[src/rtl/tlb_pkg.sv]
// tlb_pkg: shared constants, FSM state encoding and captured-request record
// for the TLB lookup/refill controller.
package tlb_pkg;

  localparam int ADDR_W    = 64;
  localparam int PCID_W    = 12;
  localparam int WAYS      = 8;
  localparam int WAY_IDX_W = 3;

  typedef enum logic [2:0] {
    IDLE,
    LOOKUP,
    WALK_REQ,
    WALK_WAIT,
    FILL,
    RESP
  } state_t;

  typedef struct packed {
    logic [ADDR_W-1:0] va;
    logic [PCID_W-1:0] pcid;
    logic              id;
  } req_t;

  // True when more than one bit of a hit vector is set.
  function automatic logic multi_hit(input logic [WAYS-1:0] v);
    return (v & (v - 1'b1)) != '0;
  endfunction

endpackage

[src/rtl/tlb_rr_arb.sv]
// tlb_rr_arb: two-port round-robin arbiter.
//   valid   - per-port request valid
//   rr_last - port granted most recently; the other port wins a tie
//   enable  - when low no grant is issued
//   grant   - one-hot grant, or zero
module tlb_rr_arb (
  input  logic [1:0] valid,
  input  logic       rr_last,
  input  logic       enable,
  output logic [1:0] grant
);

  always_comb begin
    grant = 2'b00;
    if (enable) begin
      if (valid == 2'b11) grant = rr_last ? 2'b01 : 2'b10;
      else                grant = valid;
    end
  end

endmodule

[src/rtl/tlb_ctrl.sv]
// tlb_ctrl: lookup/refill controller for the 8-way TLB array.
// Arbitrates the fetch (port 0) and load/store (port 1) requesters onto the
// single lookup port, walks the page table on a miss, fills a round-robin
// victim way and returns a one-cycle response. Flushes are taken in IDLE only.
// Ports:
//   clk, rst_n                       - clock, async active-low reset
//   req_valid/req_ready/req_va/pcid  - per-port translation requests
//   rsp_valid/rsp_id/rsp_pa/fault    - one-cycle response pulse
//   flush_valid/all/pcid, flush_ready- flush request handshake
//   tlb_lookup_*, tlb_hit, tlb_pa    - TLB lookup port (hit 1 cycle later)
//   tlb_wr_*                         - TLB fill port
//   tlb_flush*                       - TLB flush strobe and qualifiers
//   ptw_req_*, ptw_resp_*            - page-table walker interface
//
// state     | meaning
// IDLE      | accept flush (priority) or arbitrate a request
// LOOKUP    | tlb_hit/tlb_pa valid; classify hit, multi-hit or miss
// WALK_REQ  | ptw_req_valid held until ptw_req_ready
// WALK_WAIT | waiting for walker result
// FILL      | one-cycle write into victim way
// RESP      | load response registers; rsp_valid pulses next cycle
module tlb_ctrl
  import tlb_pkg::*;
(
  input  logic                  clk,
  input  logic                  rst_n,
  input  logic [1:0]            req_valid,
  output logic [1:0]            req_ready,
  input  logic [2*ADDR_W-1:0]   req_va,
  input  logic [2*PCID_W-1:0]   req_pcid,
  output logic                  rsp_valid,
  output logic                  rsp_id,
  output logic [ADDR_W-1:0]     rsp_pa,
  output logic                  rsp_fault,
  input  logic                  flush_valid,
  input  logic                  flush_all,
  input  logic [PCID_W-1:0]     flush_pcid,
  output logic                  flush_ready,
  output logic [ADDR_W-1:0]     tlb_lookup_va,
  output logic [PCID_W-1:0]     tlb_lookup_pcid,
  input  logic [WAYS-1:0]       tlb_hit,
  input  logic [ADDR_W-1:0]     tlb_pa,
  output logic                  tlb_wr_en,
  output logic [WAYS-1:0]       tlb_wr_way,
  output logic [ADDR_W-1:0]     tlb_wr_va,
  output logic [PCID_W-1:0]     tlb_wr_pcid,
  output logic [ADDR_W-1:0]     tlb_wr_pa,
  output logic                  tlb_flush,
  output logic                  tlb_flush_all,
  output logic [PCID_W-1:0]     tlb_flush_pcid,
  output logic                  ptw_req_valid,
  input  logic                  ptw_req_ready,
  output logic [ADDR_W-1:0]     ptw_req_va,
  output logic [PCID_W-1:0]     ptw_req_pcid,
  input  logic                  ptw_resp_valid,
  input  logic [ADDR_W-1:0]     ptw_resp_pa,
  input  logic                  ptw_resp_fault
);

  state_t                 state;
  req_t                   cur;
  logic [WAY_IDX_W-1:0]   victim;
  logic                   rr_last;
  logic [ADDR_W-1:0]      res_pa;
  logic                   res_fault;
  logic [1:0]             grant;
  logic                   idle;
  logic [ADDR_W-1:0]      sel_va;
  logic [PCID_W-1:0]      sel_pcid;

  assign idle = (state == IDLE);

  tlb_rr_arb u_arb (
    .valid   (req_valid),
    .rr_last (rr_last),
    .enable  (idle && !flush_valid),
    .grant   (grant)
  );

  assign req_ready = grant;
  assign sel_va    = grant[1] ? req_va[ADDR_W +: ADDR_W]   : req_va[0 +: ADDR_W];
  assign sel_pcid  = grant[1] ? req_pcid[PCID_W +: PCID_W] : req_pcid[0 +: PCID_W];

  // The lookup is presented in the accept cycle so tlb_hit is ready in LOOKUP.
  assign tlb_lookup_va   = idle ? ((|grant) ? sel_va   : '0) : cur.va;
  assign tlb_lookup_pcid = idle ? ((|grant) ? sel_pcid : '0) : cur.pcid;

  assign flush_ready    = idle && flush_valid;
  assign tlb_flush      = flush_ready;
  assign tlb_flush_all  = flush_ready && flush_all;
  assign tlb_flush_pcid = flush_ready ? flush_pcid : '0;

  assign ptw_req_valid = (state == WALK_REQ);
  assign ptw_req_va    = cur.va;
  assign ptw_req_pcid  = cur.pcid;

  assign tlb_wr_en   = (state == FILL);
  assign tlb_wr_way  = tlb_wr_en ? (WAYS'(1) << victim) : '0;
  assign tlb_wr_va   = cur.va;
  assign tlb_wr_pcid = cur.pcid;
  assign tlb_wr_pa   = res_pa;

  always_ff @(posedge clk or negedge rst_n) begin
    if (!rst_n) begin
      state     <= IDLE;
      cur       <= '0;
      victim    <= '0;
      rr_last   <= 1'b1;
      res_pa    <= '0;
      res_fault <= 1'b0;
      rsp_valid <= 1'b0;
      rsp_id    <= 1'b0;
      rsp_pa    <= '0;
      rsp_fault <= 1'b0;
    end else begin
      rsp_valid <= 1'b0;
      case (state)
        IDLE: begin
          if (|grant) begin
            cur     <= '{va: sel_va, pcid: sel_pcid, id: grant[1]};
            rr_last <= grant[1];
            state   <= LOOKUP;
          end
        end
        LOOKUP: begin
          if (tlb_hit == '0) begin
            state <= WALK_REQ;
          end else if (multi_hit(tlb_hit)) begin
            res_pa    <= '0;
            res_fault <= 1'b1;
            state     <= RESP;
          end else begin
            res_pa    <= tlb_pa;
            res_fault <= 1'b0;
            state     <= RESP;
          end
        end
        WALK_REQ: begin
          if (ptw_req_ready) state <= WALK_WAIT;
        end
        WALK_WAIT: begin
          if (ptw_resp_valid) begin
            if (ptw_resp_fault) begin
              res_pa    <= '0;
              res_fault <= 1'b1;
              state     <= RESP;
            end else begin
              res_pa    <= ptw_resp_pa;
              res_fault <= 1'b0;
              state     <= FILL;
            end
          end
        end
        FILL: begin
          victim <= victim + 1'b1;
          state  <= RESP;
        end
        RESP: begin
          rsp_valid <= 1'b1;
          rsp_id    <= cur.id;
          rsp_pa    <= res_pa;
          rsp_fault <= res_fault;
          state     <= IDLE;
        end
        default: state <= IDLE;
      endcase
    end
  end

endmodule

[config.mk]
export PLATFORM = sky130hd
export DESIGN_NAME = tlb_ctrl
export DESIGN_NICKNAME = d
export VERILOG_FILES = /design/src/rtl/tlb_pkg.sv /design/src/rtl/tlb_rr_arb.sv /design/src/rtl/tlb_ctrl.sv
export SDC_FILE = /design/constraint.sdc
export NUM_CORES = 1
export LEC_CHECK = 0
export CORE_AREA = 2 2 270 272
export DETAILED_ROUTE_END_ITERATION = 7
export DIE_AREA = 0 0 272 274
export PLACE_DENSITY = 0.42
export SLEW_MARGIN = 20
export SYNTH_ARGS = -nofsm -noshare
export SYNTH_HDL_FRONTEND = slang
export SYNTH_SLANG_ARGS = --single-unit
[constraint.sdc]
create_clock -name clk -period 5.58 [get_ports clk]
set_input_delay 0.558 -clock clk [delete_from_list [all_inputs] [get_ports clk]]
set_output_delay 0.558 -clock clk [all_outputs]
set_load 0.005 [all_outputs]
==> results of run 1 <==
-- per-stage QoR --
step	power, µW	cells	hold slack [ns]	instance area [µm²]	setup slack, ns
finish	8350	2729	0.481	20000	1.26
global route	8920	2728	0.510	20000	0.989
floorplan	4380	1258	0.262	12300	3.16
CTS	8570	2728	0.484	20000	0.850
detailed placement	6660	2676	0.476	19100	1.48
global placement	6650	2676	0.469	19100	1.60
-- kinds of logic after synthesis --
kind of cell               share of synthesized area [%]
muxes                                               17.7
xor gates and xnor gates                          0.0715
adders and majority gates                          0.613
AOI/OAI and AO/OA                                   11.2
DFF                                                 44.1
and+or+nand+nor                                     13.0
buffers and inverters                               13.3
-- critical path, stage by stage (launching register included) --
cell                              delay [ns]
sky130_fd_sc_hd__dfrtp_1                0.60
sky130_fd_sc_hd__or3_4                  0.47
sky130_fd_sc_hd__a2111o_2               0.64
sky130_fd_sc_hd__buf_4                  0.35
sky130_fd_sc_hd__mux2i_1                0.17
sky130_fd_sc_hd__o21ai_0                0.36
sky130_fd_sc_hd__clkdlybuf4s50_1        0.59
-- synth_stat cells --
library cell and number:
sky130_fd_sc_hd__ha_1 6, sky130_fd_sc_hd__clkbuf_1 65, sky130_fd_sc_hd__nor4_1 2, sky130_fd_sc_hd__o211ai_1 1
sky130_fd_sc_hd__o21ai_1 14, sky130_fd_sc_hd__a2111o_1 1, sky130_fd_sc_hd__nand4_1 2, sky130_fd_sc_hd__nand2_1 161
sky130_fd_sc_hd__inv_1 9, sky130_fd_sc_hd__o21ai_0 144, sky130_fd_sc_hd__a211oi_1 1, sky130_fd_sc_hd__nor2_1 3
sky130_fd_sc_hd__o41ai_2 1, sky130_fd_sc_hd__nor4bb_1 1, sky130_fd_sc_hd__mux2i_1 143, sky130_fd_sc_hd__a31oi_1 1
sky130_fd_sc_hd__nand3_1 66, sky130_fd_sc_hd__a21oi_1 2, sky130_fd_sc_hd__buf_1 6, sky130_fd_sc_hd__buf_4 155
sky130_fd_sc_hd__xnor2_1 1, sky130_fd_sc_hd__dfstp_2 1, sky130_fd_sc_hd__or4_1 2, sky130_fd_sc_hd__o31ai_1 64
sky130_fd_sc_hd__or2_2 1, sky130_fd_sc_hd__a32oi_1 1, sky130_fd_sc_hd__or3_1 1, sky130_fd_sc_hd__nand4b_1 1
sky130_fd_sc_hd__o41a_1 1, sky130_fd_sc_hd__and3_1 21, sky130_fd_sc_hd__dfrtp_1 215, sky130_fd_sc_hd__mux2_2 65
sky130_fd_sc_hd__buf_6 6, sky130_fd_sc_hd__o21ba_2 1, sky130_fd_sc_hd__nor2b_1 1, sky130_fd_sc_hd__buf_2 19
sky130_fd_sc_hd__a311oi_1 2, sky130_fd_sc_hd__and2_1 66, sky130_fd_sc_hd__nor3_1 3, sky130_fd_sc_hd__nand2b_1 2
-- flip-flops by register name, indices dropped and copies added (netlist names) --
| register | flops |
|---|---|
| cur | 1 |
| ptw_req_pcid | 12 |
| ptw_req_va | 64 |
| res_fault | 1 |
| rr_last | 1 |
| rsp_fault | 1 |
| rsp_id | 1 |
| rsp_pa | 64 |
| rsp_valid | 1 |
| state | 3 |
| tlb_wr_pa | 64 |
| victim | 3 |
-- timing repair --
action | 4_1_cts | 5_1_grt
endpoints found under the hold margin | 28 | 0
setup buffers | 0 | 0
hold buffers | 1 | 0
-- cells in the final DEF (no fill, tap or decap), types with 3 or more instances in the layout --
cell type                         synthesis  final
sky130_fd_sc_hd__clkdlybuf4s50_1          0    693
sky130_fd_sc_hd__dfrtp_1                215    215
sky130_fd_sc_hd__nand2_1                161    160
sky130_fd_sc_hd__o21ai_0                144    144
sky130_fd_sc_hd__mux2i_1                143    143
sky130_fd_sc_hd__and2_1                  66     66
sky130_fd_sc_hd__mux2_2                  65     65
sky130_fd_sc_hd__nand3_1                 66     65
sky130_fd_sc_hd__o31ai_1                 64     64
sky130_fd_sc_hd__clkbuf_16                0     29
sky130_fd_sc_hd__and3_1                  21     21
sky130_fd_sc_hd__o21ai_1                 14     14
sky130_fd_sc_hd__buf_4                  155     13
sky130_fd_sc_hd__inv_1                    9      8
sky130_fd_sc_hd__clkbuf_1                65      8
sky130_fd_sc_hd__clkbuf_8                 0      7
sky130_fd_sc_hd__ha_1                     6      6
sky130_fd_sc_hd__clkinv_2                 0      6
sky130_fd_sc_hd__buf_12                   0      3
-- final cells by class --
class | count | area (µm²)
fill | 7600 | 52000
timing repair buffer | 711 | 7120
multi-input combinational | 782 | 5310
clock buffer | 44 | 852
inverter | 9 | 33.8
sequential | 216 | 5410
clock inverter | 7 | 60.1
antenna | 1 | 2.50
tap | 959 | 1200
-- worst max path at each step --
stage	from	end	slack (ns)
detailed placement	state[2]	tlb_lookup_va[8]	1.48
finish	state[2]	tlb_lookup_va[8]	1.26
floorplan	state[1]	tlb_lookup_va[56]	3.16
global placement	state[2]	tlb_lookup_va[8]	1.60
CTS	state[2]	tlb_lookup_va[8]	0.85
global route	state[2]	tlb_lookup_va[8]	0.99
-- metal layers --
metal	vias up	global-route usage [%]	wire length (µm)
met4	8	4.63	1760
met1	5287	16.2	21600
met2	468	25.1	28000
li1	5193	-	-
met3	77	5.80	5730
met5	-	0	40
-- power by group through the flow --
stage	logic, µW	clock network (µW)	registers (µW)
after global routing	4480	1980	2460
after CTS	4240	1920	2410
final	4130	1830	2390
after detailed placement	4230	0	2430
after floorplan	2170	0	2210
after global placement	4250	0	2400
==> flow_metrics.env, run 1 <==
export IMPL_finalHoldViolations=0
export IMPL_starting_density_of_the_core_pct=17.0
export IMPL_total_track_usage_pct=14.5
export IMPL_utilization_pct=27.8
export IMPL_wl_per_cell_um=20.9
export IMPL_regToRegStartpoint="state[2]"
export IMPL_worst_slew_pin_slew_ns=1.05
export IMPL_ys_seq_elements=216
export IMPL_syn_mean_instance_area_um2=9.74
export IMPL_drt_pre_antenna_iters=5
export IMPL_synth_distinct_cells=40
export IMPL_tritoncts="built"
export IMPL_floorplan_die_height_um=274
export IMPL_whs_path_depth=2
export IMPL_p_sw_share_pct=36.5
export IMPL_final_net_count=2064
export IMPL_hold_path_endpoint="rsp_fault"
export IMPL_worstSkewPairLatency_ns=0.57
export IMPL_power_report_internal_total_uw=5310
export IMPL_rr_endpoint="tlb_wr_pa[42]"
export IMPL_dp_hpwl_um=42500
export IMPL_worst_endpoint_arrival_ns=3.76
export IMPL_timing_critical_path_fanout_max=22
export IMPL_period_share_pct=77.4
export IMPL_power_sequential_fraction_pct=28.7
export IMPL_netlist_area_mm2=0.0123
export IMPL_first_pass_grt_wire_length_um=81000
export IMPL_synth_area_leaders="sky130_fd_sc_hd__dfrtp_1 (44%), sky130_fd_sc_hd__mux2i_1 (12%), sky130_fd_sc_hd__buf_4 (9.5%)"
export IMPL_remaining_drc_errors=0
export IMPL_first_iter_violations=495
export IMPL_num_io_pins=695
export IMPL_synthCells=1258
export IMPL_grt_setup_unrepaired="no"
export IMPL_buffer_ports_inserted=694
export IMPL_startpoint_type="flop"
export IMPL_h_tree_depth=1
export IMPL_post_cts_resized=0
export IMPL_cts_num_sinks=216
export IMPL_achievable_frequency_mhz=232
export IMPL_critical_path_class="reg -> out"
export IMPL_status="completed"
export IMPL_setup_violations_final=0
export IMPL_finClkSkew_ns=0.00687
export IMPL_power_switching_uw=3040
export IMPL_timing_slew_headroom_pct=29.8
export IMPL_die_area_mm2=0.0745
export IMPL_globalRouteOverflowTotal=0
export IMPL_min_delay_path_class="reg -> reg"
export IMPL_layout_drive_gt1_share_pct=7.86
export IMPL_proportion_of_power_drawn_by_combinational_gates_pct=49.5
export IMPL_peakVddDrop_uv=207
export IMPL_antenna_violations_before_repair=4
export IMPL_tns_ns=0
export IMPL_power_per_cell_area_mw_per_mm2=418
export IMPL_synthToLayoutAreaGrowth_pct=63.1
export IMPL_max_cap_viol_count=0
export IMPL_placementRows=99
export IMPL_routed_via_count=11000
export IMPL_cellLeakagePower_uw=0.00870
export IMPL_cts_root_to_sink_buffers=3
export IMPL_total_wire_length_after_detailed_routing_um=57100
export IMPL_worst_endpoint_required_ns=5.02
export IMPL_yosys_warnings=0
export IMPL_cts_buffers_inserted=29
export IMPL_setup_reg_to_reg_worst_slack_ns=2.22
export IMPL_syn_nets=1573
export IMPL_grt_start_max_net_pins=123
export IMPL_cts_root_buffer="sky130_fd_sc_hd__clkbuf_16"
export IMPL_worstRegToRegCells=5
export IMPL_cp_end_kind="output pin"
export IMPL_synth_seq_area_share_pct=44.1
export IMPL_time_the_worst_path_needs_with_i_o_delays_and_setup_ns=4.32
export IMPL_slew_viol_final=0
export IMPL_die_x_um=272
export IMPL_core_mm2=0.0720
export IMPL_finalWeightedCongestion=0.827
export IMPL_clk_pin_slew_worst_paths_ns=0.06
export IMPL_yosys_area_top_type_share_pct=43.9
export IMPL_routed_via_density=4.04
export IMPL_power_share_clock_pct=21.9
export IMPL_yosys_area_top_type="sky130_fd_sc_hd__dfrtp_1"
export IMPL_first_global_vias=11400
export IMPL_route_antenna_remaining_nets=0
export IMPL_worst_hold_startpoint="rsp_fault"
Note: power is estimated with default switching activity, not from simulation.
==> inputs of run 2 (changes only) <==
Settings changed: PLACE_DENSITY 0.42 to 0.44.
Clock period 5.58 ns to 3.85 ns, I/O delays scaled along.
==> flow_metrics.env, run 2 (synthesis gave the netlist of run 1 again) <==
export IMPL_critical_path_class="reg -> out"
export IMPL_setup_violations_final=0
export IMPL_cts_root_to_sink_buffers=3
export IMPL_first_global_vias=11500
export IMPL_finalHoldViolations=0
export IMPL_remaining_drc_errors=0
export IMPL_antenna_violations_before_repair=6
export IMPL_layout_cell_area_non_filler_mm2=0.0201
export IMPL_startpoint_type="flop"
export IMPL_worst_slew_pin_slew_ns=1.08
export IMPL_min_delay_path_class="in -> reg"
export IMPL_placementRows=99
export IMPL_worst_hold_startpoint="tlb_pa[17]"
export IMPL_timing_slew_headroom_pct=27.9
export IMPL_h_tree_depth=1
export IMPL_peakVddDrop_uv=304
export IMPL_first_iter_violations=441
export IMPL_finClkSkew_ns=0.0404
export IMPL_worst_endpoint_required_ns=3.46
export IMPL_tns_ns=0
export IMPL_cellLeakagePower_uw=0.00875
export IMPL_period_share_pct=96.4
export IMPL_cts_root_buffer="sky130_fd_sc_hd__clkbuf_16"
export IMPL_regToRegStartpoint="state[1]"
export IMPL_dp_hpwl_um=45000
export IMPL_worstSkewPairLatency_ns=0.59
export IMPL_post_cts_buffers=0
export IMPL_total_wire_length_after_detailed_routing_um=59100
export IMPL_route_antenna_remaining_nets=0
export IMPL_finalWeightedCongestion=0.884
export IMPL_highest_count_cells_in_the_layout_ignoring_fill_and_taps="sky130_fd_sc_hd__clkdlybuf4s50_1 (691), sky130_fd_sc_hd__dfrtp_1 (215), sky130_fd_sc_hd__nand2_1 (160)"
export IMPL_slew_viol_final=0
export IMPL_power_per_cell_area_mw_per_mm2=604
export IMPL_grt_setup_unrepaired="no"
export IMPL_cp_end_kind="output pin"
export IMPL_die_x_um=272
export IMPL_critical_path_max_stage_delay_ns=0.65
export IMPL_timing_critical_path_fanout_max=63
export IMPL_clk_pin_slew_worst_paths_ns=0.06
export IMPL_die_area_mm2=0.0745
export IMPL_num_io_pins=695
export IMPL_total_cell_area_at_the_placement_stage_mm2=0.0192
export IMPL_first_pass_grt_wire_length_um=82600
export IMPL_tritoncts="built"
export IMPL_total_track_usage_pct=14.9
export IMPL_crit_path_start="state[1]"
export IMPL_grt_start_max_net_pins=87
export IMPL_most_frequent_standard_cell_in_the_layout_excluding_fill_and_tap_cells="sky130_fd_sc_hd__clkdlybuf4s50_1"
export IMPL_wl_per_cell_um=21.6
export IMPL_cts_buffers_inserted=28
export IMPL_status="completed"
export IMPL_globalRouteOverflowTotal=0
export IMPL_drt_pre_antenna_iters=4
export IMPL_time_the_worst_path_needs_with_i_o_delays_and_setup_ns=3.71
export IMPL_layout_drive_gt1_share_pct=8.48
export IMPL_path_cells="or3_4 > a2111o_2 > buf_12 > mux2i_1 > o21ai_0 > clkdlybuf4s50_1"
export IMPL_routed_via_density=4.07
export IMPL_final_net_count=2077
export IMPL_crit_slowest_cell="sky130_fd_sc_hd__clkdlybuf4s50_1"
export IMPL_max_cap_viol_count=0
export IMPL_core_mm2=0.0720
export IMPL_synthToLayoutAreaGrowth_pct=64.1
export IMPL_worst_endpoint_arrival_ns=3.33
export IMPL_floorplan_die_height_um=274
export IMPL_buffer_ports_inserted=694
export IMPL_achievable_frequency_mhz=270
export IMPL_starting_density_of_the_core_pct=17.0
export IMPL_cts_num_sinks=216
export IMPL_routed_via_count=11100
## run 2: timing repair
action	CTS	global route
endpoints found under the hold margin	70	0
hold buffers	1	0
gates resized for setup	2	0
endpoints found under the setup margin	2	0
## run 2: stage by stage
| step | std cells | power [µW] | util [%] | setup slack (ns) | hold slack (ns) |
|---|---|---|---|---|---|
| after CTS | 2739 | 12400 | 27.9 | 0.0869 | 0.302 |
| after global routing | 2742 | 12900 | 27.9 | 0.0405 | 0.333 |
| after detailed placement | 2690 | 9800 | 26.7 | 0.591 | 0.444 |
| after floorplan | 1258 | 6350 | - | 1.60 | 0.0894 |
| final | 2742 | 12100 | 27.9 | 0.140 | 0.361 |
| after global placement | 2690 | 9790 | 26.7 | 0.598 | 0.447 |
## run 2: path summary, 6_finish.rpt
check / to / slack (ns) / cells past startpoint
min in group asynchronous: ptw_req_pcid[1] / 0.45 / 2
max in group asynchronous: rr_last / 2.56 / 3
worst min-delay path: tlb_wr_pa[17] / 0.36 / 3
worst min register to register: cur[0] / 0.48 / 2
worst max register to register: ptw_req_va[56] / 1.36 / 5
worst max-delay path: tlb_lookup_pcid[8] / 0.14 / 6
## run 2: power by group
part	leakage, µW	switching [µW]	internal [µW]	total, µW
combinational	0.00544	2800	3410	6200
clock	0.000420	1060	1450	2510
sequential	0.00288	629	2790	3420
total	0.00875	4480	7650	12100
## run 2: worst max-delay path: cells and delay by family, from the launching register on
family                 cells  cell delay, ns
muxes                      1            0.20
and+or+nand+nor            1            0.49
AOI/OAI and AO/OA          2            0.59
buffers and inverters      2            0.87
DFF                        1            0.51
## run 2: routing by layer
metal	up-vias	routed length, µm	share of wire (%)	global-route usage, %
met1	5344	22300	38	16.5
met2	494	28500	48	25.5
li1	5223	-	-	-
met3	82	5610	9.5	5.81
met5	-	33	0.056	0
met4	6	2690	4.6	6.52
## run 2: cell type report
type / count / area, µm²
Timing Repair Buffer: 725 / 7280
Sequential cell: 216 / 5410
Clock buffer: 45 / 825
Fill cell: 7574 / 51900
Inverter: 9 / 33.8
Antenna cell: 3 / 7.51
Clock inverter: 3 / 40.0
Tap cell: 959 / 1200
Multi-Input combinational cell: 782 / 5310
==> inputs of run 3 (changes only) <==
Settings changed: CORE_AREA 2 2 270 272 to 2 2 272 274, DIE_AREA 0 0 272 274 to 0 0 274 276, PLACE_DENSITY 0.44 to 0.42.
Clock period 3.85 ns to 4.05 ns, I/O delays scaled along.
==> flow_metrics.env, run 3 (synthesis gave the netlist of run 1 again) <==
export IMPL_routed_via_density=4.06
export IMPL_power_per_cell_area_mw_per_mm2=589
export IMPL_dp_hpwl_um=44800
export IMPL_die_area_mm2=0.0756
export IMPL_cp_end_kind="output pin"
export IMPL_first_iter_violations=455
export IMPL_finalHoldViolations=0
export IMPL_utilization_pct=27.9
export IMPL_floorplan_die_height_um=276
export IMPL_cts_root_to_sink_buffers=3
export IMPL_status="completed"
export IMPL_grt_setup_unrepaired="no"
export IMPL_post_layout_nonfiller_instances=2749
export IMPL_numPlacedInstances=2690
export IMPL_first_global_vias=11700
export IMPL_layout_fillers=7707
export IMPL_remaining_drc_errors=0
export IMPL_h_tree_depth=1
export IMPL_power_report_internal_total_uw=7600
export IMPL_synthToLayoutAreaGrowth_pct=65.5
export IMPL_timing_slew_headroom_pct=41.4
export IMPL_cts_root_buffer="sky130_fd_sc_hd__clkbuf_16"
export IMPL_worst_endpoint_required_ns=3.64
export IMPL_power_sequential_fraction_pct=27.3
export IMPL_cts_buffers_inserted=30
export IMPL_post_cts_buffers=0
export IMPL_cts_num_sinks=216
export IMPL_power_share_clock_pct=23.2
export IMPL_starting_density_of_the_core_pct=16.9
export IMPL_pre_cts_slack_ns=0.724
export IMPL_wl_per_cell_um=21.5
export IMPL_worstSkewPairLatency_ns=0.60
export IMPL_timing_critical_path_fanout_max=58
export IMPL_drt_pre_antenna_iters=7
export IMPL_power_switching_uw=4350
export IMPL_slew_viol_final=0
export IMPL_final_net_count=2079
export IMPL_setup_reg_to_reg_worst_slack_ns=1.62
export IMPL_grt_start_max_net_pins=94
export IMPL_core_mm2=0.0726
export IMPL_finalWeightedCongestion=0.813
export IMPL_setup_violations_final=0
export IMPL_num_io_pins=695
export IMPL_proportion_of_power_drawn_by_combinational_gates_pct=49.6
export IMPL_min_delay_path_class="in -> reg"
export IMPL_layout_drive_gt1_share_pct=9.07
export IMPL_first_pass_grt_wire_length_um=84000
export IMPL_post_cts_resized=0
export IMPL_critical_path_class="reg -> out"
export IMPL_p_sw_share_pct=36.4
export IMPL_period_share_pct=95.5
export IMPL_startpoint_type="flop"
export IMPL_antenna_violations_before_repair=7
export IMPL_buffer_ports_inserted=694
export IMPL_layout_setup_ws_ns=0.182
export IMPL_route_antenna_remaining_nets=0
export IMPL_worst_slew_pin_slew_ns=0.879
export IMPL_routed_via_count=11200
export IMPL_placementRows=99
export IMPL_cellLeakagePower_uw=0.00886
export IMPL_finClkSkew_ns=0.0218
export IMPL_highest_count_cells_in_the_layout_ignoring_fill_and_taps="sky130_fd_sc_hd__clkdlybuf4s50_1 (691), sky130_fd_sc_hd__dfrtp_1 (215), sky130_fd_sc_hd__nand2_1 (160)"
export IMPL_tritoncts="built"
export IMPL_time_the_worst_path_needs_with_i_o_delays_and_setup_ns=3.87
export IMPL_tns_ns=0
export IMPL_total_wire_length_after_detailed_routing_um=59100
export IMPL_total_track_usage_pct=14.9
export IMPL_globalRouteOverflowTotal=0
export IMPL_max_cap_viol_count=0
export IMPL_die_x_um=274
export IMPL_most_frequent_standard_cell_in_the_layout_excluding_fill_and_tap_cells="sky130_fd_sc_hd__clkdlybuf4s50_1"
export IMPL_clk_pin_slew_worst_paths_ns=0.06
export IMPL_peakVddDrop_uv=292
export IMPL_worst_endpoint_arrival_ns=3.46
export IMPL_achievable_frequency_mhz=259
run 3: final cells by class:
cell class	count	area [µm²]	area share, %
Timing Repair Buffer	725	7290	36.0
Sequential cell	216	5410	26.7
Multi-Input combinational cell	782	5300	26.1
Tap cell	959	1200	5.92
Clock buffer	46	921	4.54
Clock inverter	9	123	0.604
Inverter	9	33.8	0.167
Antenna cell	3	7.51	0.0370
run 3: layer usage:
metal | up-vias | global-route usage, % | share of wire (%)
met4 | 6 | 4.38 | 3.1
met2 | 460 | 26.7 | 50
li1 | 5229 | - | -
met3 | 71 | 5.12 | 8.7
met5 | - | 0 | 0.064
met1 | 5398 | 16.4 | 38
run 3: worst paths after layout:
check,start,endpoint,depth (start not counted)
max reg2reg,state[1],ptw_req_va[61],5
min,tlb_pa[0],tlb_wr_pa[0],3
min in group asynchronous,rst_n,ptw_req_va[0],2
max,state[1],tlb_lookup_va[2],6
max in group asynchronous,rst_n,rsp_pa[45],3
min reg2reg,cur[0],cur[0],2
run 3: power by group through the flow:
stage,logic [µW],registers [µW],clock network [µW]
floorplan,2990,3040,0
global placement,6060,3290,0
detailed placement,6030,3320,0
CTS,6060,3290,2870
global route,6370,3340,2980
finish,5920,3260,2770
run 3: stage by stage:
stage / power, µW / instance area (µm²) / hold slack, ns
2_1_floorplan: 6030 / 12300 / 0.109
3_3_place_gp: 9350 / 19200 / 0.458
3_5_place_dp: 9350 / 19200 / 0.465
4_1_cts: 12200 / 20300 / 0.345
5_1_grt: 12700 / 20300 / 0.360
6_report: 11900 / 20300 / 0.380
run 3: critical path, stage by stage (launching register included):
cell	delay (ns)
sky130_fd_sc_hd__dfrtp_1	0.38
sky130_fd_sc_hd__or3_2	0.67
sky130_fd_sc_hd__a2111o_2	0.44
sky130_fd_sc_hd__buf_12	0.21
sky130_fd_sc_hd__mux2i_1	0.22
sky130_fd_sc_hd__o21ai_0	0.30
sky130_fd_sc_hd__clkdlybuf4s50_1	0.57
run 3: repair_timing:
action | CTS | global route
setup endpoints to repair | 0 | 0
hold buffers | 1 | 0
hold endpoints to repair | 89 | 0
